### src/rtl/div_seq_pkg.sv
// Shared constants for the sequential divider: FSM encodings, handshake levels, bus widths.
// Imported by the divider and its interface.
package div_seq_pkg;

  localparam int DivDw = 32;

  localparam logic       RstEnable = 1'b1;
  localparam logic [31:0] ZeroWord = 32'h0000_0000;

  localparam logic [1:0] DivFree   = 2'b00;
  localparam logic [1:0] DivByZero = 2'b01;
  localparam logic [1:0] DivOn     = 2'b10;
  localparam logic [1:0] DivEnd    = 2'b11;

  localparam logic DivResultReady    = 1'b1;
  localparam logic DivResultNotReady = 1'b0;
  localparam logic DivStart          = 1'b1;
  localparam logic DivStop           = 1'b0;

  typedef logic [2*DivDw-1:0] double_reg_bus_t;

endpackage

### src/rtl/div_seq_if.sv
// Request/result bundle between EX and the divider; master = EX side, slave = divider.
interface div_seq_if #(parameter int DW = 32);
  logic            signed_div_i;
  logic [DW-1:0]   opdata1_i;
  logic [DW-1:0]   opdata2_i;
  logic            start_i;
  logic            annul_i;
  logic [2*DW-1:0] result_o;
  logic            ready_o;

  modport master (
    output signed_div_i, opdata1_i, opdata2_i, start_i, annul_i,
    input  result_o, ready_o
  );

  modport slave (
    input  signed_div_i, opdata1_i, opdata2_i, start_i, annul_i,
    output result_o, ready_o
  );
endinterface

### src/rtl/div_seq.sv
// Radix-2 restoring divider for DIV/DIVU: 34 cycles to ready (2 for divide-by-zero).
// Holds {remainder, quotient} with ready high for as long as EX keeps start asserted.
module div_seq
  import div_seq_pkg::*;
#(
  parameter int DW = DivDw
) (
  input  logic      clk,
  input  logic      rst,
  div_seq_if.slave  bus
);

  localparam logic [5:0] CntLast = 6'd32;

  logic [1:0]      r_state;
  logic [5:0]      r_cnt;
  logic [2*DW-1:0] r_part;
  logic [DW-1:0]   r_divisor;
  logic            r_neg_q;
  logic            r_neg_r;
  logic [2*DW-1:0] r_result;
  logic            r_ready;

  logic [DW-1:0]   w_abs1;
  logic [DW-1:0]   w_abs2;
  logic [2*DW:0]   w_shift;
  logic [DW:0]     w_trial;
  logic [2*DW-1:0] w_step;
  logic [DW-1:0]   w_quo;
  logic [DW-1:0]   w_rem;

  assign w_abs1 = (bus.signed_div_i && bus.opdata1_i[DW-1]) ? -bus.opdata1_i : bus.opdata1_i;
  assign w_abs2 = (bus.signed_div_i && bus.opdata2_i[DW-1]) ? -bus.opdata2_i : bus.opdata2_i;

  // Partial is {rem, dividend/quotient}; quotient bits shift in from the right.
  assign w_shift = {r_part, 1'b0};
  assign w_trial = w_shift[2*DW:DW] - {1'b0, r_divisor};
  assign w_step  = w_trial[DW] ? w_shift[2*DW-1:0]
                               : {w_trial[DW-1:0], w_shift[DW-1:1], 1'b1};

  assign w_quo = r_neg_q ? -r_part[DW-1:0]    : r_part[DW-1:0];
  assign w_rem = r_neg_r ? -r_part[2*DW-1:DW] : r_part[2*DW-1:DW];

  always_ff @(posedge clk) begin
    if (rst == RstEnable) begin
      r_state   <= DivFree;
      r_cnt     <= '0;
      r_part    <= '0;
      r_divisor <= '0;
      r_neg_q   <= 1'b0;
      r_neg_r   <= 1'b0;
      r_result  <= '0;
      r_ready   <= DivResultNotReady;
    end else begin
      case (r_state)
        DivFree: begin
          r_ready  <= DivResultNotReady;
          r_result <= '0;
          if (bus.start_i == DivStart && !bus.annul_i) begin
            r_divisor <= w_abs2;
            r_part    <= {{DW{1'b0}}, w_abs1};
            r_neg_q   <= bus.signed_div_i && (bus.opdata1_i[DW-1] ^ bus.opdata2_i[DW-1]);
            r_neg_r   <= bus.signed_div_i && bus.opdata1_i[DW-1];
            r_cnt     <= '0;
            r_state   <= (bus.opdata2_i == '0) ? DivByZero : DivOn;
          end
        end
        DivByZero: begin
          r_part  <= '0;
          r_state <= DivEnd;
        end
        DivOn: begin
          if (bus.annul_i) begin
            r_state <= DivFree;
          end else if (r_cnt != CntLast) begin
            r_part <= w_step;
            r_cnt  <= r_cnt + 6'd1;
          end else begin
            // Remainder follows the dividend's sign; quotient negates on sign mismatch.
            r_part  <= {w_rem, w_quo};
            r_cnt   <= '0;
            r_state <= DivEnd;
          end
        end
        default: begin
          if (bus.start_i == DivStop || bus.annul_i) begin
            r_state  <= DivFree;
            r_ready  <= DivResultNotReady;
            r_result <= '0;
          end else begin
            r_ready  <= DivResultReady;
            r_result <= r_part;
          end
        end
      endcase
    end
  end

  assign bus.result_o = r_result;
  assign bus.ready_o  = r_ready;

endmodule

### src/flat_wrapper.sv
// flat-port wrapper written by rule: the top's interface ports become plain ports
module div_seq_flat import div_seq_pkg::*;
#(
  parameter int DW = DivDw
)
  (clk, rst, bus_signed_div_i, bus_opdata1_i, bus_opdata2_i, bus_start_i, bus_annul_i, bus_result_o, bus_ready_o);
  div_seq_if #(.DW(DW)) bus_i ();
  input  logic clk;
  input  logic rst;
  input wire logic [$bits(bus_i.signed_div_i)-1:0] bus_signed_div_i;
  input wire logic [$bits(bus_i.opdata1_i)-1:0] bus_opdata1_i;
  input wire logic [$bits(bus_i.opdata2_i)-1:0] bus_opdata2_i;
  input wire logic [$bits(bus_i.start_i)-1:0] bus_start_i;
  input wire logic [$bits(bus_i.annul_i)-1:0] bus_annul_i;
  output wire logic [$bits(bus_i.result_o)-1:0] bus_result_o;
  output wire logic [$bits(bus_i.ready_o)-1:0] bus_ready_o;
  assign bus_i.signed_div_i = bus_signed_div_i;
  assign bus_i.opdata1_i = bus_opdata1_i;
  assign bus_i.opdata2_i = bus_opdata2_i;
  assign bus_i.start_i = bus_start_i;
  assign bus_i.annul_i = bus_annul_i;
  assign bus_result_o = bus_i.result_o;
  assign bus_ready_o = bus_i.ready_o;
  div_seq #(.DW(DW)) u_core (.clk(clk), .rst(rst), .bus(bus_i));
endmodule
### config.mk
export PLATFORM = sky130hd
export DESIGN_NAME = div_seq_flat
export DESIGN_NICKNAME = d
export VERILOG_FILES = /design/src/rtl/div_seq_pkg.sv /design/src/rtl/div_seq_if.sv /design/src/rtl/div_seq.sv /design/src/flat_wrapper.sv
export SDC_FILE = /design/constraint.sdc
export NUM_CORES = 1
export LEC_CHECK = 0
export ABC_AREA = 1
export CAP_MARGIN = 30
export CORE_ASPECT_RATIO = 1.5
export CORE_MARGIN = 2
export CORE_UTILIZATION = 37
export CTS_CLUSTER_SIZE = 16
export DETAILED_ROUTE_END_ITERATION = 8
export GPL_ROUTABILITY_DRIVEN = 0
export PLACE_DENSITY = 0.55
export RECOVER_POWER = 25
export SLEW_MARGIN = 20
export SYNTH_ARGS = -nofsm -noshare
export SYNTH_HDL_FRONTEND = slang
export SYNTH_SLANG_ARGS = --single-unit
### constraint.sdc
create_clock -name clk -period 5.5 [get_ports clk]
set_input_delay 0.825 -clock clk [delete_from_list [all_inputs] [get_ports clk]]
set_output_delay 0.825 -clock clk [all_outputs]
set_load 0.05 [all_outputs]
* Yosys cells after proc, flatten, opt, wreduce, memory -nomap -nowiden
Cells that the tools add are included.
** Storage, ports and cells
- Output and inout port bits :: 65
- Input bits :: 69
- Flip-flop bits (word level) :: 171
** Cells by class
- $add $sub $neg :: 6
- Mux-type cells :: 23
- Equality and inequality tests :: 8
- Bitwise logic cells :: 2
- Reduce and logical (&&, ||, !) cells :: 17
** Operators by type and width (count)
- 64-bit two-way mux :: 5
- 64-bit case mux with 3 select lines :: 1
- 32-bit two-way mux :: 4
- 32-bit negator :: 4
- 64-bit case mux with 2 select lines :: 1
- 33-bit by 32-bit subtractor with 33-bit output :: 1
- 32-bit logical NOT :: 1
- 6-bit two-way mux :: 3
- 6-bit case mux with 2 select lines :: 1
- 2-bit two-way mux :: 5
- 4-bit AND reduction :: 2
- 6-bit by 1-bit adder with 6-bit output, second input constant :: 1
- 3-bit by 1-bit != test with 1-bit output, second input constant :: 2
- 6-bit != test, second input constant :: 1
- 2-bit case mux with 3 select lines :: 1
- 3-bit AND reduction :: 2
- 1-bit logical AND :: 4
- 4-bit nonzero test :: 1
- 3-bit != test, second input constant :: 1
- 3-bit nonzero test :: 1
- 2-bit by 1-bit equality test with 1-bit output, second input constant :: 1
- 2-bit equality test, second input constant :: 1
- 2-bit logical NOT :: 1
- 2-bit by 1-bit != test with 1-bit output, second input constant :: 1
- 10 further kinds :: 10

* Depth between registers and ports, before layout
Gate-level depths: netlist (run 1).
- Word-level depth :: 5
- Gate-level depth with buffers :: 20
- Mapped depth without buffers :: 19

* Least setup slack after synthesis (run 1)
OpenSTA, ideal clock, no wires.
- Path type :: input-to-reg
- Start point :: input port bus_opdata2_i[0]
- End point :: register u_core.r_divisor[16]
- Slack :: 3138 ps
- Stages :: 11
- Arrival time :: 2245 ps
- Setup time :: 116 ps
- Path through :: inv_1 > ha_1 > nand3_1 > nor2_1 > nand3_1 > o21ai_1 > o21ai_0 > a21oi_1 > o21ai_1 > o211ai_1 > inv_1
** Between the ends
- Longest elaborated chain between the ends :: 2
** Ends and longest elaborated chain
- start: declaration :: RTL line flat_wrapper.sv:12 : input wire logic [$bits(bus_i.opdata2_i)-1:0] bus_opdata2_i;
- 32-bit negator :: RTL line div_seq.sv:33 : assign w_abs2 = (bus.signed_div_i && bus.opdata2_i[DW-1]) ? -bus.opdata2_i : bus.opdata2_i;
- 32-bit two-way mux :: RTL line div_seq.sv:33
- end signal: assignment :: RTL line div_seq.sv:60 : r_divisor <= w_abs2;
- end: declaration :: RTL line div_seq.sv:18 : logic [DW-1:0] r_divisor;
Every way passes these cells.
A chain may end at the register's enable or synchronous reset.

* Worst setup path in the final report (run 1)
- Start point :: input port bus_annul_i
- End point :: register u_core.r_divisor[20]
** Between the ends
- Longest elaborated chain between the ends :: 3
** Ends and longest elaborated chain
- start: declaration :: RTL line flat_wrapper.sv:14 : input wire logic [$bits(bus_i.annul_i)-1:0] bus_annul_i;
- 1-bit logical NOT :: RTL line div_seq.sv:59 : if (bus.start_i == DivStart && !bus.annul_i) begin
- 1-bit logical AND :: RTL line div_seq.sv:59
- 2-bit AND reduction (no line)
Every way passes these cells.

==> results of run 1 <==
[worst max path at each step]
stage                            startpoint                    to  slack (ns)  cells after the start
after floorplan            bus_opdata2_i[0]  u_core.r_divisor[16]        3.14                     11
after global placement    bus_opdata1_i[31]     u_core.r_part[30]        1.94                      9
after detailed placement  bus_opdata1_i[31]     u_core.r_part[30]        1.90                      9
after CTS                 u_core.r_part[31]     u_core.r_part[60]        2.19                     19
after global routing            bus_annul_i  u_core.r_divisor[26]        1.02                     10
final                           bus_annul_i  u_core.r_divisor[20]        1.44                     10
[critical path, stage by stage]
cell             delay, ns
clkdlybuf4s50_1       0.44
inv_1                 0.10
nand2_1               0.12
nor2_2                0.10
clkbuf_1              1.28
inv_1                 0.86
a21oi_1               0.30
o21ai_0               0.16
o211ai_1              0.11
inv_1                 0.06
[area by class of cell]
class,count,area share [%]
clock inverter,12,1.46
clock buffer,20,2.81
timing repair buffer,148,9.00
sequential,171,21.5
inverter,388,9.16
tap,484,3.81
multi-input combinational,1682,52.2
[cell families (layout without fill, tap and decap cells)]
group / after synthesis / in the layout / synth area share (%)
simple gates: 1159 / 1159 / 36.9
buf+inv: 490 / 568 / 13.8
fa+ha+maj: 43 / 43 / 4.01
flops: 171 / 171 / 25.2
compound gates: 425 / 425 / 16.6
xor+xnor: 55 / 55 / 3.54
[cell usage after synthesis, types with 2 or more instances]
cell	n	area share, %
buf_4	3	0.17
o21bai_1	5	0.28
nor2_1	189	5.2
nand2_4	2	0.17
nor2_4	2	0.17
a21o_1	2	0.11
and2_1	4	0.18
nand4_1	98	4.5
nor3_2	2	0.15
xnor2_1	23	1.5
o21ai_1	3	0.11
clkbuf_1	73	2.0
or2_2	5	0.23
dfxtp_1	171	25
buf_2	12	0.44
and3_1	2	0.092
nor4_1	8	0.37
nor2_2	4	0.18
a31oi_1	12	0.55
inv_1	386	11
nand3_1	188	6.9
nand2_2	2	0.092
o21ai_0	114	4.2
ha_1	42	3.9
nand3_2	3	0.22
a21oi_1	250	9.2
nand2_1	617	17
o211ai_1	28	1.5
nor3_1	26	0.96
buf_1	13	0.36
o221ai_1	3	0.19
nand3b_1	7	0.39
o31ai_1	5	0.28
xor2_1	32	2.1
[per-stage QoR]
step	power [mW]	cells	instance area (sq um)	hold WS [ns]
2_1_floorplan	3.23	2343	13600	0.431
3_3_place_gp	4.02	2873	15200	0.450
3_5_place_dp	4.04	2873	15200	0.453
4_1_cts	5.48	2905	15900	0.461
5_1_grt	5.83	2905	15900	0.475
6_report	5.47	2905	15900	0.454
[routing by layer]
metal,routed length [um],part of all wire (%)
met2,27400,53
met5,0,0
met1,18900,37
met4,3760,7.3
met3,1670,3.2
[sequential cells by signal (all words and copies together), names as in the netlist]
| signal | cells |
|---|---|
| u_core.r_cnt | 6 |
| u_core.r_state | 2 |
| u_core.bus.ready_o | 1 |
| u_core.r_divisor | 32 |
| u_core.bus.result_o | 64 |
| u_core.r_neg_r | 1 |
| u_core.r_part | 64 |
| u_core.r_neg_q | 1 |
[power groups by stage]
stage	combinational, mW	clock [mW]	sequential (mW)
final	2.43	1.42	1.61
after global routing	2.71	1.50	1.62
after CTS	2.42	1.45	1.61
after detailed placement	2.41	0	1.63
after global placement	2.39	0	1.63
after floorplan	1.68	0	1.55
==> impl_metrics.ini, run 1 <==
[floorplan]
core_sq_um = 36500
initial_core_util_pct = 37.3
die_h_um = 239
rows = 86
die_width_um = 161
die_area_sq_um = 38300
io_pins = 134

[logic_synthesis]
netlist_instances = 2343
syn_avg_cell_area_sq_um = 5.80
synth.cell_area_sq_um = 13600
async_flop_share_pct = 0
synth_ff_type = dfxtp_1
yosys_warnings = 0
ys_types = 41
ys_ff_latch = 171
ys_seq_area_share_pct = 25.2
synth_edf_count = 0
syn_nets = 2455

[outcome]
status = complete, but fails checks
violations = max-capacitance violations, max-slew violations

[clock_network]
clkSinkCount = 171
ctsHoldBuffers = 0
cts_resized = 0
clk_latency_ns = 0.46
root_buffer = clkbuf_16
numCtsBuffers = 17
cts_tree = yes
cts_setup_buffers = 0
clkSlewWorstSetupHoldPaths_ns = 0.07
htreeDepth = 4
clockBufferDepth = 2

[pwr]
comb_power_share_pct = 44.4
clock_power_share_pct = 26.0
power.internal_mw = 2.94
switching_share_pct = 46.2
p_sw_mw = 2.53
p_seq_share_pct = 29.5
peakVddDrop_uv = 224
p_leak_nw = 7.52
p_per_area_nw_per_um2 = 344

[routing]
drtIter0Drc = 1163
postRouteWirelength_um = 51700
ant_nets = 0
drc = 0
via_count = 15300
via_per_inst = 5.28
firstDrtPassIters = 6
wl_per_cell_um = 17.8

[sta]
worstMarginPinSlew_ns = 1.83
layout_min_cycle_time_ns = 4.06
fin_crit_sh_pct = 73.7
finalHoldViolations = 0
clock_skew_ns = 0.0158
setup_tns_ns = 0
slew_violations = 131
layout_setup_ws_ns = 1.44
max_freq_mhz = 247
slew_headroom_pct = -22.3
finalSetupViolCount = 0
rsz0062_at_grt = no

[critical_path]
path_class = primary input to flip-flop
cp_max_fo = 46
required_ns = 5.84
arrival_ns = 4.40
r2r_cells = 12
timing.rr.start = u_core.r_state[0]
r2r-end = u_core.r_part[45]
ff2ff_setup_slack_ns = 1.54
critPathCaptureType = flip-flop
start_kind = primary input

[place]
pre_cts_slack_ns = 1.90
dp_hpwl_um = 39500
port_buffers = 133

[layout]
drive_above_1_share_pct = 2.81
layout_common_cells = nand2_1 (617), inv_1 (384), a21oi_1 (250)
area_growth_pct = 16.9
mostFrequentLayoutCell = nand2_1
fin_nets = 2520
multi_input_area_sq_um = 8310
regArea_sq_um = 3420
fin_util_pct = 43.6
num_antenna_cells = 0
fillers = 4060

[global_routing]
top_usage_layer = met2
grt_pass1_vias = 14900
use_met2_pct = 51.1
grt.met1_usage_pct = 27.8
grt-ovfl-total = 0
grt_max_degree = 84
gr-usage-met3_pct = 2.85
antenna_found_initial = 0
grt_usage_pct = 27.0
grt_pass1_wl_um = 80500

[min_path]
whs_path_depth = 2
hp-class = flip-flop to flip-flop
min_from = u_core.bus.ready_o
whs_endpoint = u_core.bus.ready_o

[flow_run]
drv_cap = 2
Note: power is estimated with default switching activity, not from simulation.
==> inputs of run 2 (changes only) <==
PLACE_DENSITY = 0.57   (was 0.55)
clock period = 3.3 ns   (was 5.5 ns; I/O delays follow)
==> impl_metrics.ini, run 2 (synthesis results as in run 1) <==
[routing]
wl_per_cell_um = 17.4
drc = 0
via_count = 15400
postRouteWirelength_um = 50900
firstDrtPassIters = 5
ant_nets = 0
drtIter0Drc = 859
via_per_inst = 5.24

[floorplan]
io_pins = 134
die_h_um = 239
die_width_um = 161
die_area_sq_um = 38300
initial_core_util_pct = 37.3
rows = 86
core_sq_um = 36500

[min_path]
hp-class = flip-flop to flip-flop

[clock_network]
numCtsBuffers = 17
clkSinkCount = 171
root_buffer = clkbuf_16
clkSlewWorstSetupHoldPaths_ns = 0.07
cts_setup_buffers = 0
htreeDepth = 4
cts_resized = 0
clk_latency_ns = 0.46
ctsHoldBuffers = 0
clockBufferDepth = 2
cts_tree = yes

[sta]
layout_min_cycle_time_ns = 2.96
whs_ns = 0.458
max_freq_mhz = 338
setup_tns_ns = 0
finalHoldViolations = 0
rsz0062_at_grt = no
finalSetupViolCount = 0
slew_violations = 126
slew_headroom_pct = -12.7
clock_skew_ns = 0.0147
fin_crit_sh_pct = 89.7
worstMarginPinSlew_ns = 1.69
layout_setup_ws_ns = 0.341

[critical_path]
required_ns = 3.66
crit_buf_inv = 3
crit_path_max_incr_delay_ns = 1.20
cpMaxStageDelayCell = clkbuf_2
path_delay_family = buffers and inverters
path_class = flip-flop to flip-flop
cp_max_fo = 79
start_kind = flip-flop
crit_path_frequent_cell = inv_1
arrival_ns = 3.32
path_cells = inv_1, ha_1, clkbuf_2, a21oi_1, o21ai_0, nand3_1, nand2_1, inv_1
critPathCaptureType = flip-flop

[place]
place_inst = 2896
pre_cts_slack_ns = 0.392
dp_hpwl_um = 39500
port_buffers = 133
dpl_cell_area_sq_um = 15400

[layout]
drive_above_1_share_pct = 3.76
layout.cells.non_filler = 2928
fin_util_pct = 43.9
fin_nets = 2543
num_antenna_cells = 0
layout_common_cells = nand2_1 (617), inv_1 (382), a21oi_1 (250)
fillers = 3976
area_growth_pct = 17.8
mostFrequentLayoutCell = nand2_1
stdcell_area_sq_um = 16000

[pwr]
p_leak_nw = 7.60
finalPower_mw = 8.84
peakVddDrop_uv = 420
p_per_area_nw_per_um2 = 552

[flow_run]
drv_cap = 2

[global_routing]
antenna_found_initial = 0
grt_pass1_vias = 14800
grt_max_degree = 84
grt_usage_pct = 26.5
grt-ovfl-total = 0
grt_pass1_wl_um = 78900

[outcome]
violations = max-capacitance violations, max-slew violations
status = complete, but fails checks
[run 2: cell count changes in the layout (fill, tap and decap cells not counted), moves of 2 or more]
cell,before,now
bufinv_16,6,2
buf_12,0,3
inv_6,2,6
inv_1,384,382
dlygate4sd3_1,28,24
clkdlybuf4s50_1,104,108
buf_4,13,34
[run 2: final cells by class]
| type | instances | area (sq um) | share of cell area, % |
|---|---|---|---|
| multi-input cells | 1682 | 8300 | 51.8 |
| clock inverters | 13 | 154 | 0.961 |
| inverters | 388 | 1460 | 9.09 |
| flip-flops and latches | 171 | 3420 | 21.4 |
| clock buffers | 19 | 433 | 2.70 |
| well taps | 484 | 606 | 3.78 |
| repair buffers | 171 | 1650 | 10.3 |
[run 2: final timing paths]
| kind | startpoint | endpoint | slack, ns | depth (start not counted) |
|---|---|---|---|---|
| worst max-delay path | u_core.r_state[0] | u_core.r_part[19] | 0.34 | 8 |
| worst min-delay path | u_core.bus.ready_o | u_core.bus.ready_o | 0.46 | 2 |
| worst max register to register | u_core.r_state[0] | u_core.r_part[19] | 0.34 | 8 |
| worst min register to register | u_core.bus.ready_o | u_core.bus.ready_o | 0.46 | 2 |
[run 2: power by group]
part	switching, mW	internal, mW	leakage, nW
clock network	0.967	1.14	0.291
registers	0.333	2.32	1.39
logic	2.91	1.17	5.92
total	4.21	4.63	7.60
[run 2: worst min-delay path: stages (launching register included)]
cell and delay, ns:
dfxtp_1 0.31, nand2_1 0.05, a21oi_1 0.05
[run 2: routing by layer]
layer | GRT usage [%] | routed length (um) | vias up | share of wire, %
met5 | 0 | 0 | - | 0
met4 | 19.8 | 4110 | 0 | 8.1
met3 | 3.17 | 1720 | 153 | 3.4
met2 | 49.5 | 26400 | 422 | 52
met1 | 26.8 | 18600 | 7028 | 37
li1 | - | - | 7754 | -
==> inputs of run 3 (changes only) <==
--- a/constraint.sdc
+++ b/constraint.sdc
@@ -3,2 +3,2 @@
 set_output_delay 0.495 -clock clk [all_outputs]
-set_load 0.05 [all_outputs]
+set_load 0.005 [all_outputs]
==> impl_metrics.ini, run 3 (synthesis results as in run 1) <==
[sta]
rsz0062_at_grt = no
slew_violations = 46
whs_ns = 0.458
clock_skew_ns = 0.0135
worstMarginPinSlew_ns = 1.70
setup_tns_ns = 0
max_freq_mhz = 347
fin_crit_sh_pct = 87.3
layout_min_cycle_time_ns = 2.88
finalSetupViolCount = 0
layout_setup_ws_ns = 0.419
slew_headroom_pct = -13.2
finalHoldViolations = 0

[floorplan]
die_h_um = 239
die_area_sq_um = 38300
initial_core_util_pct = 37.3
io_pins = 134
core_sq_um = 36500
rows = 86
die_width_um = 161

[pwr]
clock_power_share_pct = 23.9
p_sw_mw = 4.18
p_per_area_nw_per_um2 = 549
comb_power_share_pct = 45.9
p_seq_share_pct = 30.2
power.internal_mw = 4.63
peakVddDrop_uv = 417
switching_share_pct = 47.4
p_leak_nw = 7.70
finalPower_mw = 8.80

[clock_network]
clockBufferDepth = 2
clk_latency_ns = 0.46
clkSlewWorstSetupHoldPaths_ns = 0.08
clkSinkCount = 171
numCtsBuffers = 17
htreeDepth = 4
ctsHoldBuffers = 0
cts_tree = yes
cts_setup_buffers = 0
cts_resized = 0
root_buffer = clkbuf_16

[layout]
num_antenna_cells = 0
mostFrequentLayoutCell = nand2_1
fillers = 3975
drive_above_1_share_pct = 3.76
layout.cells.non_filler = 2928
area_growth_pct = 17.8
stdcell_area_sq_um = 16000
layout_common_cells = nand2_1 (617), inv_1 (382), a21oi_1 (250)
fin_nets = 2543
fin_util_pct = 43.9

[routing]
drtIter0Drc = 857
postRouteWirelength_um = 50800
via_count = 15400
firstDrtPassIters = 5
via_per_inst = 5.25
ant_nets = 0
wl_per_cell_um = 17.3
drc = 0

[flow_run]
drv_cap = 1

[place]
dp_hpwl_um = 39500
dpl_cell_area_sq_um = 15400
place_inst = 2896
pre_cts_slack_ns = 0.392
port_buffers = 133

[critical_path]
start_kind = flip-flop
arrival_ns = 3.21
required_ns = 3.62
critPathCaptureType = flip-flop
cp_max_fo = 33
path_class = flip-flop to flip-flop

[global_routing]
grt_max_degree = 84
grt-ovfl-total = 0
antenna_found_initial = 0
grt_usage_pct = 26.5
grt_pass1_vias = 14800
grt_pass1_wl_um = 78900

[outcome]
status = complete, but fails checks
violations = max-capacitance violations, max-slew violations

[min_path]
hp-class = flip-flop to flip-flop
## run 3: final cells by class
class                   instances  area, sq um  share of cell area [%]
clock inverters                13          154                   0.960
flip-flops and latches        171         3420                    21.4
clock buffers                  19          433                    2.70
well taps                     484          606                    3.78
inverters                     388         1460                    9.09
repair buffers                171         1650                    10.3
multi-input cells            1682         8300                    51.8
## run 3: layer usage
metal | track usage, % | part of all wire [%] | vias up
met5 | 0 | 0 | -
met4 | 19.8 | 8.1 | 0
met3 | 3.17 | 3.4 | 154
met2 | 49.5 | 52 | 442
met1 | 26.8 | 37 | 7026
li1 | - | - | 7748
## run 3: worst paths after layout
| check | start | to | cells after the start | slack (ns) |
|---|---|---|---|---|
| setup / recovery | u_core.r_part[55] | u_core.r_part[57] | 15 | 0.42 |
| hold / removal | u_core.bus.ready_o | u_core.bus.ready_o | 2 | 0.46 |
| setup reg to reg | u_core.r_part[55] | u_core.r_part[57] | 15 | 0.42 |
| hold reg to reg | u_core.bus.ready_o | u_core.bus.ready_o | 2 | 0.46 |
## run 3: power by group through the flow
stage	clock network, mW	registers (mW)	logic [mW]
finish	2.11	2.65	4.04
global route	2.22	2.68	4.50
CTS	2.15	2.64	4.04
detailed placement	0	2.69	4.01
global placement	0	2.69	4.01
floorplan	0	2.55	2.79
## run 3: critical path, stage by stage, from the launching register on
cell	delay, ns
dfxtp_1	0.44
ha_1	0.45
nand2_1	0.13
nor2_1	0.16
inv_1	0.09
nor3_2	0.26
and2_1	0.20
nand2_2	0.07
nand2_2	0.08
nand2_4	0.13
nand2_4	0.35
nand2_1	0.10
nand2_1	0.07
nand2_1	0.05
nand2_1	0.09
a21oi_1	0.06
